--- src/rtl/pc_branch_unit.sv ---
// pc_branch_unit: program-counter sequencer and branch resolver.
// One-cycle branches update pc directly; register-indirect jumps fetch
// their target word through a req/ack memory handshake (RUN/MEM_WAIT FSM).
// Optional feature macro: PC_MEM_TIMEOUT_EN (bounded ack wait with sticky err).
module pc_branch_unit #(
  parameter logic [31:0] RESET_PC       = 32'h0000_0000,
  parameter int unsigned TIMEOUT_CYCLES = 255
) (
  input  logic        clk,
  input  logic        rst_n,
  input  logic        status0,
  input  logic        status1,
  input  logic        status2,
  input  logic        instr_valid,
  input  logic        zero,
  input  logic [31:0] alu_result,
  input  logic        flag_we,
  input  logic [31:0] rs_value,
  input  logic [31:0] sp_value,
  input  logic [31:0] imm,
  input  logic [25:0] target,
  output logic        mem_req,
  output logic [31:0] mem_addr,
  input  logic [31:0] mem_rdata,
  input  logic        mem_ack,
  output logic [31:0] pc,
  output logic        stall,
  output logic        link_we,
  output logic [31:0] link_data,
  output logic        flag_n,
  output logic        flag_z,
  output logic        err
);

  typedef enum logic [0:0] {RUN = 1'b0, MEM_WAIT = 1'b1} state_e;

  localparam logic [2:0] C_NONE  = 3'b000;
  localparam logic [2:0] C_BMN   = 3'b001;
  localparam logic [2:0] C_BRZ   = 3'b010;
  localparam logic [2:0] C_BZ    = 3'b011;
  localparam logic [2:0] C_JMOR  = 3'b100;
  localparam logic [2:0] C_JALM  = 3'b101;
  localparam logic [2:0] C_JSPAL = 3'b110;
  localparam logic [2:0] C_BEQ   = 3'b111;

  state_e      state_q, state_d;
  logic [31:0] pc_q, pc_d;
  logic [31:0] mem_addr_q, mem_addr_d;
  logic        mem_req_q, mem_req_d;
  logic        flag_n_q, flag_n_d;
  logic        flag_z_q, flag_z_d;

  logic [2:0]  code_s;
  logic [31:0] pc4_s;
  logic [31:0] br_off_s;
  logic [31:0] pc_run_s;
  logic [31:0] fetch_addr_s;
  logic        issue_s;
  logic        link_s;
  logic        ack_s;
  logic        timeout_s;

  assign code_s   = {status2, status1, status0};
  assign pc4_s    = pc_q + 32'd4;
  assign br_off_s = imm << 2;
  // An ack only counts while a request is actually outstanding.
  assign ack_s    = (state_q == MEM_WAIT) && mem_req_q && mem_ack;

`ifdef PC_MEM_TIMEOUT_EN
  localparam logic [7:0] TIMEOUT_LIMIT = 8'(TIMEOUT_CYCLES);

  logic [7:0] wait_cnt_q, wait_cnt_d;
  logic       err_q, err_d;

  assign timeout_s = (state_q == MEM_WAIT) && !ack_s && (wait_cnt_q == (TIMEOUT_LIMIT - 8'd1));

  // Count MEM_WAIT cycles without ack; latch the fault until reset.
  always_comb begin
    wait_cnt_d = 8'd0;
    if ((state_q == MEM_WAIT) && !ack_s && !timeout_s) begin
      wait_cnt_d = wait_cnt_q + 8'd1;
    end else begin
      wait_cnt_d = 8'd0;
    end
    err_d = err_q | timeout_s;
  end

  // Timeout counter and sticky error register.
  always_ff @(posedge clk or negedge rst_n) begin
    if (!rst_n) begin
      wait_cnt_q <= 8'd0;
      err_q      <= 1'b0;
    end else begin
      wait_cnt_q <= wait_cnt_d;
      err_q      <= err_d;
    end
  end

  assign err = err_q;
`else
  assign timeout_s = 1'b0;
  assign err       = 1'b0;
`endif

  // Resolve the current instruction: next pc for one-cycle branches, or a fetch issue.
  always_comb begin
    issue_s      = 1'b0;
    link_s       = 1'b0;
    fetch_addr_s = 32'd0;
    pc_run_s     = pc_q;
    if ((state_q == RUN) && instr_valid) begin
      case (code_s)
        C_NONE:  pc_run_s = pc4_s;
        C_BEQ:   pc_run_s = zero ? (pc4_s + br_off_s) : pc4_s;
        C_BRZ:   pc_run_s = flag_z_q ? rs_value : pc4_s;
        C_BZ:    pc_run_s = flag_z_q ? {pc4_s[31:28], target, 2'b00} : pc4_s;
        C_BMN: begin
          if (flag_n_q) begin
            issue_s      = 1'b1;
            fetch_addr_s = rs_value + imm;
          end else begin
            pc_run_s = pc4_s;
          end
        end
        C_JMOR: begin
          issue_s      = 1'b1;
          fetch_addr_s = rs_value;
        end
        C_JALM: begin
          issue_s      = 1'b1;
          link_s       = 1'b1;
          fetch_addr_s = rs_value + imm;
        end
        C_JSPAL: begin
          issue_s      = 1'b1;
          link_s       = 1'b1;
          fetch_addr_s = sp_value;
        end
        default: pc_run_s = pc4_s;
      endcase
    end else begin
      pc_run_s = pc_q;
    end
  end

  // FSM state register.
  always_ff @(posedge clk or negedge rst_n) begin
    if (!rst_n) begin
      state_q <= RUN;
    end else begin
      state_q <= state_d;
    end
  end

  // FSM next-state: leave RUN on a fetch issue, return on ack or timeout.
  always_comb begin
    state_d = state_q;
    case (state_q)
      RUN:      state_d = issue_s ? MEM_WAIT : RUN;
      MEM_WAIT: state_d = (ack_s || timeout_s) ? RUN : MEM_WAIT;
      default:  state_d = RUN;
    endcase
  end

  // FSM outputs: stall and link pulse are combinational in the issue cycle.
  always_comb begin
    stall     = rst_n && (issue_s || (state_q == MEM_WAIT));
    link_we   = rst_n && link_s;
    link_data = (rst_n && link_s) ? pc4_s : 32'd0;
  end

  // Datapath next-state: pc, fetch request/address and N/Z flags.
  always_comb begin
    pc_d       = pc_q;
    mem_req_d  = mem_req_q;
    mem_addr_d = mem_addr_q;
    if (state_q == RUN) begin
      pc_d = pc_run_s;
      if (issue_s) begin
        mem_req_d  = 1'b1;
        mem_addr_d = fetch_addr_s;
      end else begin
        mem_req_d = 1'b0;
      end
    end else if (ack_s) begin
      pc_d      = mem_rdata & 32'hFFFF_FFFC;
      mem_req_d = 1'b0;
    end else if (timeout_s) begin
      // pc still holds the faulting instruction, so pc4 is its fall-through.
      pc_d      = pc4_s;
      mem_req_d = 1'b0;
    end else begin
      pc_d = pc_q;
    end
    // Flags update in any state; branches above already used the old values.
    if (flag_we) begin
      flag_n_d = alu_result[31];
      flag_z_d = (alu_result == 32'd0);
    end else begin
      flag_n_d = flag_n_q;
      flag_z_d = flag_z_q;
    end
  end

  // Datapath registers.
  always_ff @(posedge clk or negedge rst_n) begin
    if (!rst_n) begin
      pc_q       <= RESET_PC;
      mem_req_q  <= 1'b0;
      mem_addr_q <= 32'd0;
      flag_n_q   <= 1'b0;
      flag_z_q   <= 1'b0;
    end else begin
      pc_q       <= pc_d;
      mem_req_q  <= mem_req_d;
      mem_addr_q <= mem_addr_d;
      flag_n_q   <= flag_n_d;
      flag_z_q   <= flag_z_d;
    end
  end

  assign pc       = pc_q;
  assign mem_req  = mem_req_q;
  assign mem_addr = mem_addr_q;
  assign flag_n   = flag_n_q;
  assign flag_z   = flag_z_q;

endmodule

--- config.mk ---
export PLATFORM = sky130hd
export DESIGN_NAME = pc_branch_unit
export DESIGN_NICKNAME = d
export VERILOG_FILES = /design/src/rtl/pc_branch_unit.sv
export SDC_FILE = /design/constraint.sdc
export NUM_CORES = 1
export LEC_CHECK = 0
export BUFFER_PORTS_ARGS = -buffer_cell sky130_fd_sc_hd__buf_4
export CELL_PAD_IN_SITES_DETAIL_PLACEMENT = 1
export CELL_PAD_IN_SITES_GLOBAL_PLACEMENT = 2
export CORE_MARGIN = 2
export CORE_UTILIZATION = 30
export CTS_BUF_LIST = sky130_fd_sc_hd__clkbuf_16
export DETAILED_ROUTE_END_ITERATION = 12
export GPL_ROUTABILITY_DRIVEN = 0
export GPL_TIMING_DRIVEN = 1
export PLACE_DENSITY_LB_ADDON = 0.1
export RECOVER_POWER = 25
export SYNTH_ARGS = -nofsm -noshare
export SYNTH_HDL_FRONTEND = slang
export SYNTH_SLANG_ARGS = --single-unit
export TNS_END_PERCENT = 10
--- constraint.sdc ---
create_clock -name clk -period 7.45 [get_ports clk]
set_clock_uncertainty 0.15 [all_clocks]
set_input_delay 1.1175 -clock clk [delete_from_list [all_inputs] [get_ports clk]]
set_output_delay 1.1175 -clock clk [all_outputs]
set_load 0.01 [all_outputs]
=== After elaboration in Yosys (flattened, before gate mapping) ===
Index checks and enable logic that the tools add are counted.

* Mux-type cells: 22
* $add $sub $neg: 3
* Bitwise gates (word level): 1
* Reduce and logical (&&, ||, !) cells: 14
* Eq/ne operators: 9

{| class="wikitable"
|+ Operators with widths
! kind !! number
|-
| 2-to-1 mux 32 bit || 9
|-
| case mux 32 bit (5 select lines) || 1
|-
| case mux 32 bit (4 select lines) || 1
|-
| adder 32 bit || 2
|-
| adder 32 x 3 -> 32 bit (second input constant) || 1
|-
| logical NOT 32 bit || 1
|-
| 2-to-1 mux 28 bit || 1
|-
| == test 3 bit (second input constant) || 4
|-
| 2-to-1 mux 1 bit || 8
|-
| == test 3 x 2 -> 1 bit (second input constant) || 2
|-
| nonzero test 6 bit || 1
|-
| logical AND 1 bit || 5
|-
| case mux 1 bit (2 select lines) || 2
|-
| AND reduction 4 bit || 1
|-
| == test 3 x 1 -> 1 bit (second input constant) || 1
|-
| logical NOT 3 bit || 1
|-
| != test 3 bit (second input constant) || 1
|-
| OR reduction 3 bit || 1
|-
| != test 2 x 1 -> 1 bit (second input constant) || 1
|-
| AND reduction 2 bit || 1
|-
| nonzero test 2 bit || 1
|-
| OR reduction 2 bit || 1
|-
| logical OR 1 bit || 1
|-
| NOT 1 bit || 1
|}

* Word-level logic and storage cells: 55
* Register bits after elaboration: 68
* Output and inout bits: 102
* Input bits: 195

=== Logic depth before layout (Yosys ltp) ===
Gate-level depths: netlist (run 1).

* Word-level depth: 6
* Mapped depth: 17
* Mapped depth without buffers: 17

=== Worst setup path before layout (run 1) ===
No wires, ideal clock.

* Kind: input-to-reg
* Start: in rs_value[2]
* End: reg mem_addr_q[25] (netlist: mem_addr[25])
* Setup slack: 3.696 ns
* Cell stages on the path: 10
* Arrival time: 3.481 ns
* Library setup time: 0.124 ns
* Path through: ha_1 -> o21a_1 -> a2111oi_4 -> nor3b_2 -> o32a_4 -> a311oi_4 -> o21ai_2 -> a311oi_2 -> xor2_1 -> o21ai_1

* Cells in the longest elaborated chain, start to end: 4

{| class="wikitable"
|+ RTL lines
! element !! RTL line !! RTL
|-
| start, declared || 18 || <nowiki>input logic [31:0] rs_value,</nowiki>
|-
| adder 32 bit * || 120, 132 ||
|-
| 2-to-1 mux 32 bit || 118 || <nowiki>if (flag_n_q) begin</nowiki>
|-
| case mux 32 bit (4 select lines) * || 112 || <nowiki>case (code_s)</nowiki>
|-
| 2-to-1 mux 32 bit * || 111 || <nowiki>if ((state_q == RUN) && instr_valid) begin</nowiki>
|-
| end signal, assigned || 216 || <nowiki>mem_addr_q <= mem_addr_d;</nowiki>
|-
| end, declared || 48 || <nowiki>logic [31:0] mem_addr_q, mem_addr_d;</nowiki>
|}

Every way passes the cells marked *; elsewhere a longest branch is shown, timed or not.
A chain may end at the register's enable or synchronous reset.

=== Worst setup path in the final report (run 1) ===
* Start: in rst_n
* End: out link_data[18]

* Cells in the longest elaborated chain, start to end: 2

{| class="wikitable"
|+ RTL lines
! element !! RTL line !! RTL
|-
| start, declared || 10 || <nowiki>input logic rst_n,</nowiki>
|-
| logical AND 1 bit || 169 || <nowiki>link_data = (rst_n && link_s) ? pc4_s : 32'd0;</nowiki>
|-
| 2-to-1 mux 32 bit || 169 ||
|-
| end, declared || 29 || <nowiki>output logic [31:0] link_data,</nowiki>
|}

No other way between the ends.

==> qor.txt, run 1 <==
DR vias/cell: 5.44
Pwr/cell area: 293 nW/um^2
First-pass GRT wire length: 56500 um
Min cycle time layout: 5.03 ns
HPWL Detailed: 30200 um
Worst setup margin: 2.42 ns
Layout cells sized above 1: 25.4%
Switching share of power: 46.9%
Worst Setup End Kind: output pin
CP max FO: 31
Die W: 170 um
Final hold vios: 0
Period utilization: 67.5%
Clk sinks: 68
WP data arrival: 3.76 ns
Worst-margin pin slew: 2.74 ns
Share of power burned in registers: 22.0%
Root Buffer: clkbuf_16
Final Non-Filler Cells: 1687
Fmax: 0.199 GHz
Switching Power: 1.51 mW
Placed insts: 1670
H-tree Lvls: 3
VDD IR max: 127 uV
Drt initial violations: 503
Total power: 3.23 mW
Leak Pwr: 5.30 nW
Nets: 1604
Pre-CTS WS: 2.93 ns
Syn Nets: 1342
Tot GR Track Use: 26.0%
Vias in the first global route: 9341
Largest net degree at the start of global routing: 47
Area share of the largest cell type after synthesis: 20.7%
Setup TNS: 0 ns
Hold path endpoint: mem_addr[6]
Worst skew pair latency: 0.35 ns
Met2 usage: 41.2%
Met1 Usage GRT: 37.7%
CTS Hold Bufs: 0
Setup slack, reg-to-reg: 3.03 ns
Detailed Route WL: 37700 um
Top delay family on crit path: buffers and inverters
Synth async-reset ratio: 100%
Post-CTS setup buffers: 0
PostCTS Resize Cnt: 0
Ys Warns: 0
Crit path launch type: primary input
Register clock-pin slew on the reported worst setup and hold paths: 0.06 ns
Post-synthesis sequential area ratio: 20.7%
Area Overhead vs Synth: 34.1%
Most frequent CP cell: buf_4
CP Data Required Time: 6.18 ns
RSZ-0062 raised after global routing: no
Antenna violations before repair: 1
Detail Route Antenna Nets: 0
Syn_area_per_cell: 7.62 um^2
CTS tree: done
WL per Instance: 22.3 um
Post-synth EDFFs: 0
Biggest area consumer among synthesized cells: dfrtp_1
# DRC: 0
Slowest cell on crit path: clkbuf_1
FF-to-FF Start: pc[4]
Worst Path Buf+Inv: 4
Outcome: complete, but fails checks
GR peak layer: met2
Initial Util: 30.5%
Crit path cell chain: clkbuf_1, nand4_1, buf_4, inv_1, and2_1, buf_4
Number of placement rows: 60
Combinational power share: 63.1%
Synthesis-stage register bit count: 68
Die area: 28700 um^2
Worst Hold Class: reg -> reg
Initial DRT Pass Iterations: 5
I/O pins: 297
Util after Layout: 40.9%
Worst Hold Depth: 2
TritonCTS buffer count: 9
Vias: 9169
Port Buffer Count: 293
Die H: 170 um
Relative slew slack: -82.5%
Failing checks: capacitance limit, slew limit
Worst Reg-to-Reg Cells: 15
Grt met3 use: 2.52%
Worst path max stage delay: 1.27 ns
Final setup violation count: 0
Clock share of power: 14.9%
Top post-synthesis cells by area: dfrtp_1, ha_1, mux2i_1, a21oi_1, o21ai_0
Cell Area, Synth: 8220 um^2
Max cap viols: 2
Core Region: 27000 um^2
Max-slew violation count: 73
Max Root-Sink Buffers: 2
Int Pwr: 1.72 mW
Total global routing overflow: 0
RR Endpoint: pc[31]
CP Class: in -> out
Post-Syn Instances: 1078
Hold Startpoint: mem_addr[6]
Number of library cell types mapped by synthesis: 72
Leading register cell type out of synthesis: dfrtp_1
## how the worst max path moves through the flow
stage               slack [ns]  cells past startpoint        start             to
floorplan                 3.70                     10  rs_value[2]   mem_addr[25]
global placement          2.86                      6      status0          stall
detailed placement        2.93                      6      status0          stall
CTS                       2.83                      7        pc[4]  link_data[31]
global route              2.02                      2        rst_n         pc[20]
finish                    2.42                      6        rst_n  link_data[18]
## tightest hold or removal path: stages (launching register included)
cell and delay [ns]:
dfrtp_1 0.34, nand2_1 0.05, nand2_1 0.05
## synth_stat cells, types with 8 or more instances
library cell / n
xnor2_1: 36
nand3_1: 30
nor2_1: 80
mux2i_1: 61
nand4_1: 17
a21oi_1: 109
dfrtp_1: 68
xor2_1: 42
ha_1: 67
o21a_1: 11
o21ai_0: 106
and2_1: 12
a31oi_1: 9
nor2b_1: 9
clkbuf_1: 42
inv_1: 42
nand2_1: 107
o22ai_1: 20
nor3_1: 25
nor4_1: 8
o221ai_1: 9
a21o_1: 31
a211oi_1: 10
and3_1: 11
## kinds of logic (layout without fill, tap and decap cells)
logic type / after synthesis / after routing / synth area share, %
adders and majority gates: 69 / 69 / 10.7
other: 1 / 2 / 0.0456
AOI/OAI and AO/OA: 373 / 373 / 28.6
buffers and inverters: 96 / 363 / 4.77
and+or+nand+nor: 329 / 329 / 19.1
DFF: 68 / 68 / 20.7
xor gates and xnor gates: 78 / 78 / 8.31
muxes: 64 / 64 / 7.84
## layout by cell type, fill, tap and decap left out, types with 12 or more instances in the layout
cell	Yosys	routed
xor2_1	42	42
ha_1	67	67
inv_1	42	44
nor2_1	80	80
nand2_1	107	107
xnor2_1	36	36
nand3_1	30	30
mux2i_1	61	61
buf_4	2	302
o22ai_1	20	20
nand4_1	17	17
a21oi_1	109	109
dfrtp_1	68	68
o21ai_0	106	104
and2_1	12	12
a21o_1	31	31
nor3_1	25	25
## flip-flops by register name, summed over array words and instances, names as in the netlist
signal    count
pc           32
flag_z        1
mem_req       1
state_q       1
mem_addr     32
flag_n        1
## per-stage QoR
step	instance area (um^2)	hold slack, ns
floorplan	8220	0.357
global placement	10700	0.301
detailed placement	10700	0.313
CTS	11000	0.327
global route	11000	0.358
finish	11000	0.318
## power by group through the flow
stage | sequential [mW] | combinational [mW] | clock, mW
6_report | 0.711 | 2.04 | 0.480
5_1_grt | 0.743 | 2.26 | 0.503
4_1_cts | 0.711 | 2.04 | 0.493
3_5_place_dp | 0.717 | 2.03 | 0
3_3_place_gp | 0.710 | 2.00 | 0
2_1_floorplan | 0.747 | 1.22 | 0
## routing by layer
metal / vias to the layer above / wire length, um
met1: 4416 / 18700
li1: 4487 / -
met5: - / 0
met3: 37 / 1340
met2: 229 / 16900
met4: 0 / 716
## cell type report
class | count | area, um^2
Inverter | 42 | 158
Sequential cell | 68 | 1700
Clock buffer | 9 | 225
Timing Repair Buffer | 305 | 2280
Multi-Input combinational cell | 914 | 6150
Clock inverter | 7 | 83.8
Fill cell | 3343 | 15900
Tap cell | 341 | 427
Antenna cell | 1 | 2.50
Power figures use the tool's default switching activity.
==> run 2: changes to the inputs <==
CORE_UTILIZATION = 25   (was 30)
clock period = 4.3 ns   (was 7.45 ns; I/O delays follow)
==> run 2 against run 1 <==
Effect of this change:
- critical endpoint is now pc[28]
- global-route usage decreased by 2.7 points
- the flow still finishes with violations (capacitance limit, slew limit)
- highest routed layer unchanged
- non-clock buffer count rose by 13
- register-to-register slack got worse by 2.7 ns
==> qor.txt, run 2 (synthesized netlist as in run 1, its figures left out) <==
Outcome: complete, but fails checks
Failing checks: capacitance limit, slew limit
DR vias/cell: 5.08 (-6.5%)
Area Overhead vs Synth: 37.0%
Worst Path Buf+Inv: 2 (-2)
Initial DRT Pass Iterations: 6 (+1)
Layout cells sized above 1: 26.1% (+0.79 points)
Antenna violations before repair: 3 (+2)
Final hold vios: 0 (unchanged)
Detailed Route WL: 40400 um (+7.3%)
Leak Pwr: 5.36 nW (+1.1%)
Instance area at placement: 10900 um^2 (+2.1%)
Metal3 WL: 1400 um (+4.3%)
Post-CTS setup buffers: 0 (unchanged)
Worst Hold Class: reg -> reg
Vias: 9158 (-0.12%)
RSZ-0062 raised after global routing: no
CTS tree: done
Slowest cell on crit path: dfrtp_1
Initial Util: 25.3% (-5.2 points)
WP data arrival: 4.11 ns (+0.35 ns)
Die W: 185 um (+9.3%)
Worst path max stage delay: 0.45 ns (-0.82 ns)
First-pass GRT wire length: 59300 um (+5.0%)
# DRC: 0 (unchanged)
Total global routing overflow: 0 (unchanged)
Max Root-Sink Buffers: 2 (unchanged)
Worst-margin pin slew: 1.89 ns (-0.848 ns)
Most frequent cells in the layout: buf_4, a21oi_1, nand2_1, o21ai_0, nor2_1
Highest metal used: met4
H-tree Lvls: 3 (unchanged)
Die H: 185 um (+9.3%)
Max-slew violation count: 33 (-55%)
CP Data Required Time: 4.42 ns (-1.76 ns)
Vias in the first global route: 9322 (-0.20%)
TritonCTS buffer count: 9 (unchanged)
Root Buffer: clkbuf_16
Port Buffer Count: 293 (unchanged)
Die area: 34300 um^2 (+20%)
Fmax: 0.251 GHz
Crit path launch type: flip-flop
Pwr/cell area: 507 nW/um^2 (+73%)
Detail Route Antenna Nets: 0 (unchanged)
WL met2: 18000 um (+6.6%)
CP max FO: 7 (-77%)
Relative slew slack: -25.9% (+57 points)
Number of placement rows: 66 (+10%)
WL per Instance: 22.4 um (+0.42%)
Tot GR Track Use: 23.3% (-2.7 points)
Min cycle time layout: 3.99 ns
Top delay family on crit path: compound AO/OA/AOI/OAI gates
Post-Layout Inst Area: 11300 um^2 (+2.1%)
Commonest non-fill, non-tap cell in the layout: buf_4
Largest net degree at the start of global routing: 47 (unchanged)
Register clock-pin slew on the reported worst setup and hold paths: 0.07 ns (about the same)
Placed insts: 1784 (+6.8%)
VDD IR max: 197 uV (+55%)
WL met1: 20300 um (+8.1%)
CP Class: reg -> reg
I/O pins: 297 (unchanged)
Max cap viols: 1 (-1)
Clk sinks: 68 (unchanged)
Core Region: 32500 um^2 (+20%)
Nets: 1617 (+0.81%)
HPWL Detailed: 32800 um (+8.7%)
Worst skew pair latency: 0.35 ns (about the same)
Worst Setup End Kind: flip-flop
Final setup violation count: 0 (unchanged)
Setup TNS: 0 ns (unchanged)
Hold WS: 0.329 ns (+0.0108 ns)
Drt initial violations: 326 (-35%)
Period utilization: 92.8%
Final Non-Filler Cells: 1803 (+6.9%)
Crit path cell chain: and4_1, nand4_1, nor2_1, nand2_1, xor2_1, inv_1, ha_1, nand2_1, o21ai_0, inv_1, and4_1, o32a_1, o31ai_2, a21boi_0, xor2_1, o22ai_1
[run 2: cell types whose count changed in the layout (fill, tap and decap cells not counted)]
cell / delta
diode_2: +2
xnor2_1: -1
buf_4: +9
clkbuf_1: +3
o31ai_2: +2
a21oi_2: +1
o31ai_1: -2
clkbuf_2: +1
a21oi_1: -1
xnor2_2: +1
[run 2: worst reg2reg max path: cells and delay by family, from the launching register on]
family | cells | cell delay (ns)
XOR/XNOR | 2 | 0.46
AND/OR/NAND/NOR | 6 | 1.13
AO/OA/AOI/OAI | 5 | 1.18
adder cells (fa/ha/maj) | 1 | 0.34
buffers and inverters | 2 | 0.19
flip-flops | 1 | 0.45
[run 2: timing repair]
action	4_1_cts	5_1_grt
hold buffers	0	0
gates resized for setup	0	4
setup endpoints to repair	0	4
[run 2: cell type report]
type / instances / area [um^2]
Clock inverter: 7 / 83.8
Sequential cell: 68 / 1700
Fill cell: 3989 / 21200
Clock buffer: 9 / 225
Multi-Input combinational cell: 914 / 6170
Inverter: 42 / 158
Tap cell: 442 / 553
Antenna cell: 3 / 7.51
Timing Repair Buffer: 318 / 2360
[run 2: per-layer routing]
| layer | vias to the layer above | global-route usage (%) |
|---|---|---|
| met4 | 0 | 6.19 |
| met2 | 207 | 36.5 |
| met3 | 37 | 2.50 |
| li1 | 4511 | - |
| met1 | 4403 | 33.8 |
| met5 | - | 0 |
[run 2: final timing paths]
path | startpoint | end | slack (ns) | depth (start not counted)
hold reg to reg | mem_addr[1] | mem_addr[1] | 0.33 | 2
min in group asynchronous | rst_n | mem_addr[4] | 0.96 | 2
max in group asynchronous | rst_n | pc[20] | 0.99 | 3
setup / recovery | pc[4] | pc[28] | 0.31 | 16
hold / removal | mem_addr[1] | mem_addr[1] | 0.33 | 2
setup reg to reg | pc[4] | pc[28] | 0.31 | 16
[run 2: through the flow]
| step | setup slack, ns | util, % | power [mW] |
|---|---|---|---|
| finish | 0.311 | 34.7 | 5.71 |
| global route | 0.00156 | 34.7 | 6.22 |
| CTS | 0.252 | 34.7 | 5.76 |
| detailed placement | 0.283 | 33.7 | 4.87 |
| global placement | 0.427 | 33.7 | 4.82 |
| floorplan | 0.712 | - | 3.41 |
[run 2: where the power goes]
group          switching (mW)  internal (mW)  total [mW]
registers               0.311          0.922        1.23
logic                    2.05           1.58        3.62
clock network           0.348          0.503       0.851
total                    2.71           3.00        5.71
